===== src/rtl/trdb_trace_ctrl.sv =====
// trdb_trace_ctrl: trace start/stop sequencing for the trace debugger encoder.
//
// Moves the encoder through IDLE -> START -> TRACE -> STOP -> IDLE:
//   START  requests a start/sync control packet (pkt_type_o=0) and waits for its handshake.
//   TRACE  allows instruction packets (trace_enable_o=1).
//   STOP   waits for the packet buffer to drain, then requests a stop packet (pkt_type_o=1).
// The encoder clock gate stays enabled while the FSM is out of IDLE, and for GATE_DELAY
// cycles after it returns there.
//
// Optional feature (compile-time macro TRDB_STOP_TIMEOUT_EN): bounds the time spent in STOP
// waiting for fifo_empty_i to STOP_TIMEOUT cycles. The stop packet is then sent anyway and
// stop_timeout_o pulses for one cycle. Without the macro the timeout counter does not
// exist and stop_timeout_o is tied low.
//
// Ports:
//   clk_i, rst_ni       clock, asynchronous active-low reset
//   trace_activated_i   user master enable
//   trace_req_on_i      start request pulse (trigger unit)
//   trace_req_off_i     stop request pulse (filter)
//   fifo_empty_i        downstream packet buffer empty
//   pkt_ready_i         packet emitter accepts the control packet
//   pkt_req_o           control packet request (valid)
//   pkt_type_o          0 = start/sync packet, 1 = stop packet
//   trace_enable_o      encoder may emit instruction packets
//   clk_en_o            encoder clock gate enable
//   state_o             current state: IDLE=0, START=1, TRACE=2, STOP=3
//   stop_timeout_o      one-cycle pulse when STOP is left by timeout

module trdb_trace_ctrl #(
    parameter int unsigned STOP_TIMEOUT = 16,
    parameter int unsigned GATE_DELAY   = 4
) (
    input  logic       clk_i,
    input  logic       rst_ni,
    input  logic       trace_activated_i,
    input  logic       trace_req_on_i,
    input  logic       trace_req_off_i,
    input  logic       fifo_empty_i,
    input  logic       pkt_ready_i,
    output logic       pkt_req_o,
    output logic       pkt_type_o,
    output logic       trace_enable_o,
    output logic       clk_en_o,
    output logic [1:0] state_o,
    output logic       stop_timeout_o
);

    typedef enum logic [1:0] {
        StIdle  = 2'd0,
        StStart = 2'd1,
        StTrace = 2'd2,
        StStop  = 2'd3
    } state_e;

    localparam int unsigned TailW = (GATE_DELAY > 0) ? $clog2(GATE_DELAY + 1) : 1;

    if (STOP_TIMEOUT == 0) begin : g_bad_stop_timeout
        $error("trdb_trace_ctrl: STOP_TIMEOUT must be at least 1");
    end

    state_e           state_q, state_d;
    logic             pend_stop_q, pend_stop_d;
    logic             pkt_req_q, pkt_req_d;
    logic             pkt_type_q, pkt_type_d;
    logic             trace_en_q, trace_en_d;
    logic             clk_en_q, clk_en_d;
    logic             stop_to_q, stop_to_d;
    logic [TailW-1:0] tail_q, tail_d;
    logic             stop_cond;
    logic             timeout_hit;

`ifdef TRDB_STOP_TIMEOUT_EN
    localparam int unsigned CntW = $clog2(STOP_TIMEOUT + 1);

    logic [CntW-1:0] stop_cnt_q, stop_cnt_d;

    // Counts cycles spent in STOP; zero on the first STOP cycle, saturates at STOP_TIMEOUT.
    always_comb begin
        stop_cnt_d = '0;
        if (state_q == StStop) begin
            stop_cnt_d = stop_cnt_q;
            if (stop_cnt_q != CntW'(STOP_TIMEOUT)) begin
                stop_cnt_d = stop_cnt_q + 1'b1;
            end
        end
    end

    // The last of STOP_TIMEOUT cycles without fifo_empty_i has elapsed.
    assign timeout_hit = (stop_cnt_q == CntW'(STOP_TIMEOUT - 1));
`else
    assign timeout_hit = 1'b0;
`endif

    // A stop can be requested either by the filter or by the user dropping the enable.
    assign stop_cond = trace_req_off_i | ~trace_activated_i;

    always_comb begin
        state_d     = state_q;
        pend_stop_d = pend_stop_q;
        pkt_req_d   = pkt_req_q;
        tail_d      = tail_q;
        stop_to_d   = 1'b0;

        unique case (state_q)
            StIdle: begin
                if (tail_q != '0) begin
                    tail_d = tail_q - 1'b1;
                end
                if (trace_req_on_i && trace_activated_i && !trace_req_off_i) begin
                    state_d     = StStart;
                    pkt_req_d   = 1'b1;
                    pend_stop_d = 1'b0;
                    tail_d      = '0;  // a restart cancels the gate tail
                end
            end
            StStart: begin
                if (stop_cond) begin
                    pend_stop_d = 1'b1;
                end
                if (pkt_ready_i) begin
                    pkt_req_d   = 1'b0;
                    pend_stop_d = 1'b0;
                    // A stop seen at any point in START, including this cycle, skips TRACE.
                    state_d     = (pend_stop_q || stop_cond) ? StStop : StTrace;
                end
            end
            StTrace: begin
                // trace_req_on_i is ignored here, so off always wins over a coincident on.
                if (stop_cond) begin
                    state_d = StStop;
                end
            end
            StStop: begin
                if (pkt_req_q) begin
                    if (pkt_ready_i) begin
                        pkt_req_d = 1'b0;
                        state_d   = StIdle;
                        tail_d    = TailW'(GATE_DELAY);
                    end
                end else if (fifo_empty_i) begin
                    pkt_req_d = 1'b1;
                end else if (timeout_hit) begin
                    pkt_req_d = 1'b1;
                    stop_to_d = 1'b1;
                end
            end
            default: begin
                state_d = StIdle;
            end
        endcase

        // pkt_type only changes on state changes, which never happen while a request waits.
        pkt_type_d = (state_d == StStop);
        trace_en_d = (state_d == StTrace);
        clk_en_d   = (state_d != StIdle) || (tail_d != '0);
    end

    always_ff @(posedge clk_i or negedge rst_ni) begin
        if (!rst_ni) begin
            state_q     <= StIdle;
            pend_stop_q <= 1'b0;
            pkt_req_q   <= 1'b0;
            pkt_type_q  <= 1'b0;
            trace_en_q  <= 1'b0;
            clk_en_q    <= 1'b0;
            stop_to_q   <= 1'b0;
            tail_q      <= '0;
`ifdef TRDB_STOP_TIMEOUT_EN
            stop_cnt_q  <= '0;
`endif
        end else begin
            state_q     <= state_d;
            pend_stop_q <= pend_stop_d;
            pkt_req_q   <= pkt_req_d;
            pkt_type_q  <= pkt_type_d;
            trace_en_q  <= trace_en_d;
            clk_en_q    <= clk_en_d;
            stop_to_q   <= stop_to_d;
            tail_q      <= tail_d;
`ifdef TRDB_STOP_TIMEOUT_EN
            stop_cnt_q  <= stop_cnt_d;
`endif
        end
    end

    assign state_o        = state_q;
    assign pkt_req_o      = pkt_req_q;
    assign pkt_type_o     = pkt_type_q;
    assign trace_enable_o = trace_en_q;
    // Open the gate one cycle early so the encoder is clocked on the cycle START is entered.
    // Masked by reset so every output is low while rst_ni is asserted.
    assign clk_en_o       = clk_en_q
                          | (rst_ni & (state_q == StIdle) & trace_req_on_i & trace_activated_i);
`ifdef TRDB_STOP_TIMEOUT_EN
    assign stop_timeout_o = stop_to_q;
`else
    assign stop_timeout_o = 1'b0;
`endif

endmodule


===== config.mk =====
export PLATFORM = sky130hd
export DESIGN_NAME = trdb_trace_ctrl
export DESIGN_NICKNAME = d
export VERILOG_FILES = /design/src/rtl/trdb_trace_ctrl.sv
export SDC_FILE = /design/constraint.sdc
export NUM_CORES = 1
export LEC_CHECK = 0
export ABC_AREA = 1
export CORE_MARGIN = 5
export CORE_UTILIZATION = 49
export DETAILED_ROUTE_END_ITERATION = 6
export PLACE_DENSITY = 0.85
export SLEW_MARGIN = 20
export SYNTH_ARGS = -nofsm -noshare
export SYNTH_HDL_FRONTEND = slang
export SYNTH_SLANG_ARGS = --single-unit

===== constraint.sdc =====
create_clock -name clk_i -period 1.9 [get_ports clk_i]
set_input_delay 0.285 -clock clk_i [delete_from_list [all_inputs] [get_ports clk_i]]
set_output_delay 0.285 -clock clk_i [all_outputs]
set_load 0.02 [all_outputs]

==> results.sh, run 1 <==
export IMPL_p_sw_share_pct=48.3
export IMPL_hp_class="input port to async pin"
export IMPL_fin_worst_skew_ns=0.0161
export IMPL_vias_per_cell=4.90
export IMPL_status="complete, no violations"
export IMPL_synthDistinctLibCells=21
export IMPL_synth_top_family_by_area="simple AND/OR/NAND/NOR gates"
export IMPL_place_ws_ns=0.0579
export IMPL_drive_above_1_share_pct=22.3
export IMPL_powerDensity_nw_per_um2=1860
export IMPL_drt_pre_antenna_iters=4
export IMPL_critPathLaunch="state_o[0]"
export IMPL_netSwitchingPower_w=0.000835
export IMPL_rows=13
export IMPL_vdd_drop_max_mv=0.940
export IMPL_vias=666
export IMPL_drc_errors=0
export IMPL_ys_top_cells_by_area="dfrtp_1 34%, nand2_1 13%, ha_1 10%, nor2_1 7.8%, inv_1 6.7%"
export IMPL_reg2regPathDepth=9
export IMPL_synth_fp_nets=114
export IMPL_grt_antenna_before_repair=0
export IMPL_arrival_ns=1.46
export IMPL_p_int_w=0.000895
export IMPL_fillers=111
export IMPL_cts_root_buffer="clkbuf_4"
export IMPL_grt_pass1_vias=644
export IMPL_worstSetupPathType="flip-flop to output pin"
export IMPL_clock_latency_ns=0.28
export IMPL_postLayoutCoreUtil_pct=68.9
export IMPL_reg2reg_from="state_o[0]"
export IMPL_wl_per_cell_um=11.3
export IMPL_syn_inst=101
export IMPL_grt_pass1_wl_mm=2.65
export IMPL_place_gp_congestion=0.819
export IMPL_netlist_area_um2=726
export IMPL_fmax_ghz=0.574
export IMPL_fin_setup_tns_ns=0
export IMPL_yosys_warnings=0
export IMPL_seq_area_frac_synth_pct=34.5
export IMPL_synthAdderAreaFrac_pct=10.3
export IMPL_tritoncts="done"
export IMPL_drt_iter0_markers=10
export IMPL_antennaDiodeCount=0
export IMPL_yosys_area_top_type_share_pct=34.5
export IMPL_cts_buffer_depth=2
export IMPL_pwr_share_seq_pct=21.1
export IMPL_io_buffer_count=12
export IMPL_start_util_pct=53.8
export IMPL_cp_endpoint="clk_en_o"
export IMPL_multi_input_area_um2=404
export IMPL_share_comb_of_total_power_pct=67.2
export IMPL_cts_sinks=10
export IMPL_cts_buffers_inserted=3
export IMPL_num_io_pins=14
export IMPL_final_nets=135
export IMPL_syn_avg_cell_area_um2=7.19
export IMPL_h_tree_depth=1
export IMPL_hold_viol=0
export IMPL_slew_violations=0
export IMPL_clk_pin_slew_ns=0.08
export IMPL_worst_slack_ns=0.159
export IMPL_grt_overflow=0
export IMPL_synth_ff_latch_count=10
export IMPL_seq_area_um2=250
export IMPL_coreArea_um2=1350
export IMPL_synth_xor_area_share_pct=0
export IMPL_track_usage_pct=13.9
export IMPL_synthSimpleGateAreaFrac_pct=35.0
export IMPL_muxShareOfSynthArea_pct=0
export IMPL_synth_compound_area_share_pct=9.83
export IMPL_clkPwrFrac_pct=11.7
export IMPL_setup_violations=0
export IMPL_path_max_fanout=4
export IMPL_regToRegEndpoint="trace_enable_o"
export IMPL_drt_wl_total_mm=1.54
export IMPL_start_kind="flip-flop"
export IMPL_fp_dieArea_um2=2350
export IMPL_maxCapViolCount=0
export IMPL_die_w_um=48.5
export IMPL_dp_hpwl_mm=1.23
export IMPL_post_cts_buffers=0
export IMPL_die_h_um=48.5
export IMPL_reg2reg_slack_ns=0.41
export IMPL_min_period_ns=1.74
export IMPL_p_leak_nw=0.477
export IMPL_rsz0062_at_grt="false"
export IMPL_syn_to_final_growth_pct=28.1
export IMPL_cp_end_kind="output pin"
export IMPL_antenna_left=0
export IMPL_yosys_area_top_type="dfrtp_1"
export IMPL_required_ns=1.62
export IMPL_grt_max_degree=11
export IMPL_min_period_over_period_pct=91.6
-- cells in the final DEF, fill, tap and decap left out, types with 2 or more instances in the layout --
| cell | synthesis | routed |
|---|---|---|
| buf_4 | 1 | 5 |
| nand2_1 | 25 | 25 |
| clkbuf_4 | 0 | 3 |
| nand3_1 | 5 | 5 |
| o21ai_1 | 2 | 2 |
| clkdlybuf4s50_1 | 0 | 11 |
| a21oi_2 | 2 | 2 |
| nor2_2 | 2 | 2 |
| o21ai_0 | 2 | 2 |
| inv_1 | 13 | 13 |
| inv_2 | 4 | 4 |
| ha_1 | 6 | 6 |
| nor2_1 | 15 | 15 |
| dfrtp_1 | 10 | 10 |
| nand2_2 | 6 | 6 |
-- registers in the layout, indices dropped and copies added (netlist names) --
| register | count |
|---|---|
| pkt_type_o | 1 |
| state_o | 2 |
| tail_q | 3 |
| pend_stop_q | 1 |
| pkt_req_o | 1 |
| clk_en_q | 1 |
| trace_enable_o | 1 |
-- layer usage --
metal  global-route usage (%)  wire [um]  vias to the layer above
li1                         -          -                      350
met1                     15.3        666                      290
met3                     7.34        125                        5
met2                     23.0        716                       21
met4                     4.04         30                        0
met5                        0          0                        -
-- critical path: stages (launching register included) --
cell and delay (ns):
dfrtp_1 0.39, inv_1 0.13, ha_1 0.18, a41o_1 0.16, dlygate4sd2_1 0.33
-- worst min path at each step --
stage	end	slack (ns)	cells past startpoint	start
after floorplan	clk_en_q	-0.01	0	rst_ni
after global placement	pend_stop_q	0.49	2	pend_stop_q
after detailed placement	pend_stop_q	0.50	2	pend_stop_q
after CTS	pend_stop_q	0.33	2	rst_ni
after global routing	pend_stop_q	0.35	2	rst_ni
final	pend_stop_q	0.32	2	rst_ni
-- synth_stat cells, drive strengths merged --
library cell	count
conb	1
a21oi	3
nand3	5
a41o	1
nor2	18
o22a	1
buf	1
ha	6
nand4	1
nand2	31
nor3	1
dfrtp	10
inv	17
o21ai	5
-- final cells by class --
class | instances | area share [%]
Sequential cell | 10 | 26.9
Clock buffer | 4 | 3.90
Timing Repair Buffer | 17 | 16.8
Inverter | 17 | 6.86
Tap cell | 15 | 2.02
Multi-Input combinational cell | 73 | 43.5
-- what timing repair did --
| item | CTS | global route |
|---|---|---|
| endpoints found under the hold margin | 0 | 0 |
| resized for setup | 1 | 0 |
| hold buffers | 0 | 0 |
| setup endpoints to repair | 1 | 0 |
-- per-stage QoR --
step / power [W] / cells / area [um2] / hold slack (ns)
finish: 0.00173 / 136 / 930 / 0.323
global route: 0.00189 / 136 / 930 / 0.350
CTS: 0.00174 / 136 / 930 / 0.327
detailed placement: 0.00154 / 132 / 895 / 0.501
global placement: 0.00149 / 132 / 895 / 0.486
floorplan: 0.00121 / 101 / 726 / -0.0106
-- cell families after synthesis --
kind of cell,Yosys count
AND/OR/NAND/NOR,56
other,1
adder cells (fa/ha/maj),6
AO/OA/AOI/OAI,10
buffers and inverters,18
flip-flops,10
-- power by group through the flow --
stage / combinational (W) / clock [W] / sequential (W)
after floorplan: 0.000773 / 0 / 0.000433
after global placement: 0.00113 / 0 / 0.000363
after detailed placement: 0.00117 / 0 / 0.000368
after CTS: 0.00117 / 0.000205 / 0.000364
after global routing: 0.00130 / 0.000215 / 0.000374
final: 0.00116 / 0.000202 / 0.000365
Note: power is estimated with default switching activity, not from simulation.
==> run 2: changes to the inputs <==
--- a/config.mk
+++ b/config.mk
@@ -6,8 +6,11 @@
 export NUM_CORES = 1
 export LEC_CHECK = 0
 export ABC_AREA = 1
+export CELL_PAD_IN_SITES_DETAIL_PLACEMENT = 0
+export CELL_PAD_IN_SITES_GLOBAL_PLACEMENT = 1
+export CORE_ASPECT_RATIO = 1.4
 export CORE_MARGIN = 5
-export CORE_UTILIZATION = 49
+export CORE_UTILIZATION = 35
 export DETAILED_ROUTE_END_ITERATION = 6
 export PLACE_DENSITY = 0.85
 export SLEW_MARGIN = 20
==> results.sh, run 2 (synthesis results as in run 1) <==
export IMPL_rows=19
export IMPL_num_io_pins=14
export IMPL_cp_end_kind="output pin"
export IMPL_io_buffer_count=12
export IMPL_grt_max_degree=11
export IMPL_path_max_fanout=4
export IMPL_fin_total_pwr_w=0.00170
export IMPL_min_period_ns=1.73
export IMPL_hp_class="input port to async pin"
export IMPL_cts_buffer_depth=2
export IMPL_arrival_ns=1.44
export IMPL_fp_dieArea_um2=3100
export IMPL_p_leak_nw=0.477
export IMPL_cp_num_buf_inv=2
export IMPL_vias=659
export IMPL_drt_pre_antenna_iters=4
export IMPL_slew_violations=0
export IMPL_grt_antenna_before_repair=0
export IMPL_wl_per_cell_um=10.4
export IMPL_cts_sinks=10
export IMPL_clock_latency_ns=0.26
export IMPL_path_cells="inv_1, ha_1, a41o_1, dlygate4sd2_1"
export IMPL_worstSetupPathType="flip-flop to output pin"
export IMPL_die_w_um=48.5
export IMPL_tritoncts="done"
export IMPL_largest_reg_flops=3
export IMPL_regToRegEndpoint="clk_en_q"
export IMPL_clkPwrFrac_pct=11.0
export IMPL_place_gp_congestion=0.757
export IMPL_setup_violations=0
export IMPL_cts_root_buffer="clkbuf_4"
export IMPL_antennaDiodeCount=0
export IMPL_drive_above_1_share_pct=22.3
export IMPL_vias_per_cell=4.64
export IMPL_min_period_over_period_pct=90.9
export IMPL_required_ns=1.62
export IMPL_reg2reg_from="state_o[0]"
export IMPL_reg2reg_slack_ns=0.38
export IMPL_ctsHoldBuffers=0
export IMPL_dp_cells=138
export IMPL_hold_viol=0
export IMPL_syn_to_final_growth_pct=29.1
export IMPL_p_int_w=0.000896
export IMPL_drc_errors=0
export IMPL_die_h_um=63.9
export IMPL_reg2regPathDepth=10
export IMPL_vdd_drop_max_mv=1.07
export IMPL_share_comb_of_total_power_pct=67.7
export IMPL_p_sw_share_pct=47.4
export IMPL_fin_setup_tns_ns=0
export IMPL_drt_wl_total_mm=1.47
export IMPL_maxCapViolCount=0
export IMPL_rsz0062_at_grt="false"
export IMPL_dp_hpwl_mm=1.23
export IMPL_cpMaxStageDelayCell="dfrtp_1"
export IMPL_powerDensity_nw_per_um2=1820
export IMPL_fin_worst_skew_ns=0.00455
export IMPL_fmax_ghz=0.579
export IMPL_layout_common_cells="25 x nand2_1, 15 x nor2_1, 13 x inv_1"
export IMPL_clk_pin_slew_ns=0.07
export IMPL_slowest_delay_ns=0.39
export IMPL_coreArea_um2=1970
export IMPL_grt_pass1_vias=630
export IMPL_layout_commonest_cell="nand2_1"
export IMPL_grt_pass1_wl_mm=2.62
export IMPL_h_tree_depth=1
export IMPL_fin_cells=142
export IMPL_crit_family="buffers and inverters"
export IMPL_grt_overflow=0
export IMPL_track_usage_pct=10.3
export IMPL_largest_register="tail_q"
export IMPL_antenna_left=0
export IMPL_pwr_share_seq_pct=21.3
export IMPL_post_cts_buffers=0
export IMPL_start_kind="flip-flop"
export IMPL_final_nets=135
export IMPL_start_util_pct=36.8
export IMPL_drt_iter0_markers=10
export IMPL_netSwitchingPower_w=0.000809
export IMPL_cts_buffers_inserted=3
export IMPL_status="complete, no violations"
==> run 2: worst max path at each step <==
| stage | slack [ns] | end | start | depth (start not counted) |
|---|---|---|---|---|
| floorplan | 0.34 | clk_en_q | state_o[0] | 10 |
| global placement | 0.04 | clk_en_o | rst_ni | 3 |
| detailed placement | 0.04 | clk_en_o | rst_ni | 3 |
| CTS | 0.16 | clk_en_o | state_o[0] | 4 |
| global route | 0.08 | clk_en_o | state_o[0] | 4 |
| finish | 0.17 | clk_en_o | state_o[0] | 4 |
==> run 2: repair_timing <==
| item | CTS | global route |
|---|---|---|
| endpoints found under the hold margin | 0 | 0 |
| gates resized for setup | 1 | 0 |
| endpoints found under the setup margin | 1 | 0 |
==> run 2: through the flow <==
| step | hold slack [ns] | util [%] | worst slack (ns) | area, um2 |
|---|---|---|---|---|
| 2_1_floorplan | -0.0106 | - | 0.338 | 726 |
| 3_3_place_gp | 0.499 | 45.7 | 0.0423 | 902 |
| 3_5_place_dp | 0.502 | 45.7 | 0.0448 | 902 |
| 4_1_cts | 0.385 | 47.5 | 0.160 | 937 |
| 5_1_grt | 0.392 | 47.5 | 0.0782 | 937 |
| 6_report | 0.374 | 47.5 | 0.174 | 937 |
==> run 2: routing by layer <==
metal / global-route usage [%] / up-vias / share of wire [%]
li1: - / 351 / -
met1: 11.9 / 293 / 43
met2: 17.8 / 13 / 52
met3: 3.49 / 2 / 4.3
met4: 3.03 / 0 / 0.61
met5: 0 / - / 0
==> run 2: layout make-up <==
| type | instances | area [um2] |
|---|---|---|
| Fill cell | 202 | 1040 |
| Timing Repair Buffer | 17 | 156 |
| Tap cell | 21 | 26.3 |
| Inverter | 17 | 63.8 |
| Sequential cell | 10 | 250 |
| Clock buffer | 4 | 36.3 |
| Multi-Input combinational cell | 73 | 404 |
==> run 2: power groups by stage <==
stage	sequential, W	clock [W]	combinational [W]
after floorplan	0.000433	0	0.000773
after global placement	0.000364	0	0.00115
after detailed placement	0.000369	0	0.00117
after CTS	0.000364	0.000196	0.00117
after global routing	0.000375	0.000212	0.00132
final	0.000363	0.000188	0.00115
==> run 3: changes to the inputs <==
--- a/config.mk
+++ b/config.mk
@@ -12,6 +12,7 @@
 export CORE_MARGIN = 5
 export CORE_UTILIZATION = 35
 export DETAILED_ROUTE_END_ITERATION = 6
+export MAX_ROUTING_LAYER = met4
 export PLACE_DENSITY = 0.85
 export SLEW_MARGIN = 20
 export SYNTH_ARGS = -nofsm -noshare
==> results.sh, run 3 (synthesis results as in run 1) <==
export IMPL_grt_pass1_wl_mm=2.63
export IMPL_die_h_um=63.9
export IMPL_wl_met3_um=44
export IMPL_min_period_ns=1.72
export IMPL_hp_class="input port to async pin"
export IMPL_drt_pre_antenna_iters=4
export IMPL_largest_register="tail_q"
export IMPL_grt_max_degree=11
export IMPL_fin_setup_tns_ns=0
export IMPL_layout_common_cells="25 x nand2_1, 15 x nor2_1, 13 x inv_1"
export IMPL_cts_root_buffer="clkbuf_4"
export IMPL_grt_overflow=0
export IMPL_grt_antenna_before_repair=0
export IMPL_num_io_pins=14
export IMPL_fmax_ghz=0.580
export IMPL_clk_pin_slew_ns=0.07
export IMPL_layout_commonest_cell="nand2_1"
export IMPL_grt_pass1_vias=631
export IMPL_met2WireLength_um=769
export IMPL_drt_iter0_markers=4
export IMPL_h_tree_depth=1
export IMPL_setup_violations=0
export IMPL_track_usage_pct=10.6
export IMPL_arrival_ns=1.44
export IMPL_min_period_over_period_pct=90.8
export IMPL_p_leak_nw=0.477
export IMPL_drc_errors=0
export IMPL_cts_buffers_inserted=3
export IMPL_antenna_left=0
export IMPL_place_gp_congestion=0.766
export IMPL_drive_above_1_share_pct=22.3
export IMPL_hold_viol=0
export IMPL_reg2regPathDepth=10
export IMPL_antennaDiodeCount=0
export IMPL_path_max_fanout=4
export IMPL_syn_to_final_growth_pct=29.1
export IMPL_io_buffer_count=12
export IMPL_reg2reg_from="state_o[0]"
export IMPL_cts_buffer_depth=2
export IMPL_fin_worst_skew_ns=0.00455
export IMPL_largest_reg_flops=3
export IMPL_rows=19
export IMPL_postLayoutCoreUtil_pct=47.5
export IMPL_worstSetupPathType="flip-flop to output pin"
export IMPL_coreArea_um2=1970
export IMPL_dp_hpwl_mm=1.23
export IMPL_status="complete, no violations"
export IMPL_cts_sinks=10
export IMPL_vias_per_cell=4.65
export IMPL_clock_latency_ns=0.26
export IMPL_required_ns=1.62
export IMPL_slew_violations=0
export IMPL_maxCapViolCount=0
export IMPL_vdd_drop_max_mv=1.07
export IMPL_highest_layer="met4"
export IMPL_fp_dieArea_um2=3100
export IMPL_die_w_um=48.5
export IMPL_regToRegEndpoint="clk_en_q"
export IMPL_rsz0062_at_grt="false"
export IMPL_final_nets=135
export IMPL_powerDensity_nw_per_um2=1820
export IMPL_drt_wl_total_mm=1.47
export IMPL_start_util_pct=36.8
export IMPL_fin_total_pwr_w=0.00171
export IMPL_fillers=202
export IMPL_m1WireLength_um=647
export IMPL_tritoncts="done"
export IMPL_reg2reg_slack_ns=0.38
export IMPL_wl_per_cell_um=10.4
export IMPL_start_kind="flip-flop"
export IMPL_vias=661
export IMPL_cp_end_kind="output pin"
## run 3: cell counts in the layout (fill, tap and decap cells not counted)
No cell type changed its count.
## run 3: worst max-delay path, stage by stage, from the launching register on
cell and delay (ns):
dfrtp_1 0.38, inv_1 0.14, ha_1 0.18, a41o_1 0.15, dlygate4sd2_1 0.33
## run 3: how the worst max path moves through the flow
stage	startpoint	endpoint	slack, ns	depth (start not counted)
2_1_floorplan	state_o[0]	clk_en_q	0.34	10
3_3_place_gp	rst_ni	clk_en_o	0.04	3
3_5_place_dp	rst_ni	clk_en_o	0.04	3
4_1_cts	state_o[0]	clk_en_o	0.16	4
5_1_grt	state_o[0]	clk_en_o	0.08	4
6_report	state_o[0]	clk_en_o	0.18	4
## run 3: where the power goes
group | switching [W] | leakage [nW] | internal (W)
Combinational | 0.000682 | 0.332 | 0.000472
Clock | 0.0000712 | 0.0210 | 0.000116
Sequential | 0.0000555 | 0.123 | 0.000307
Total | 0.000809 | 0.477 | 0.000896
## run 3: per-stage QoR
stage / cell area [um2] / instances / setup WS, ns / hold slack [ns]
after global placement: 902 / 138 / 0.0423 / 0.499
final: 937 / 142 / 0.175 / 0.375
after CTS: 937 / 142 / 0.160 / 0.385
after detailed placement: 902 / 138 / 0.0448 / 0.502
after global routing: 937 / 142 / 0.0782 / 0.392
after floorplan: 726 / 101 / 0.338 / -0.0106
## run 3: routing by layer
metal,vias to the layer above,global-route usage [%]
met5,-,-
met3,2,3.02
met1,294,12.2
met4,0,3.03
li1,352,-
met2,13,17.8
## run 3: layout make-up
type	instances	area, um2	area share, %
inverter	17	63.8	6.81
timing repair buffer	17	156	16.7
tap	21	26.3	2.80
sequential	10	250	26.7
multi-input combinational	73	404	43.1
clock buffer	4	36.3	3.87
## run 3: repair_timing
action                                  4_1_cts  5_1_grt
endpoints found under the setup margin        1        0
hold buffers                                  0        0
gates resized for setup                       1        0
buffers inserted                              0        0
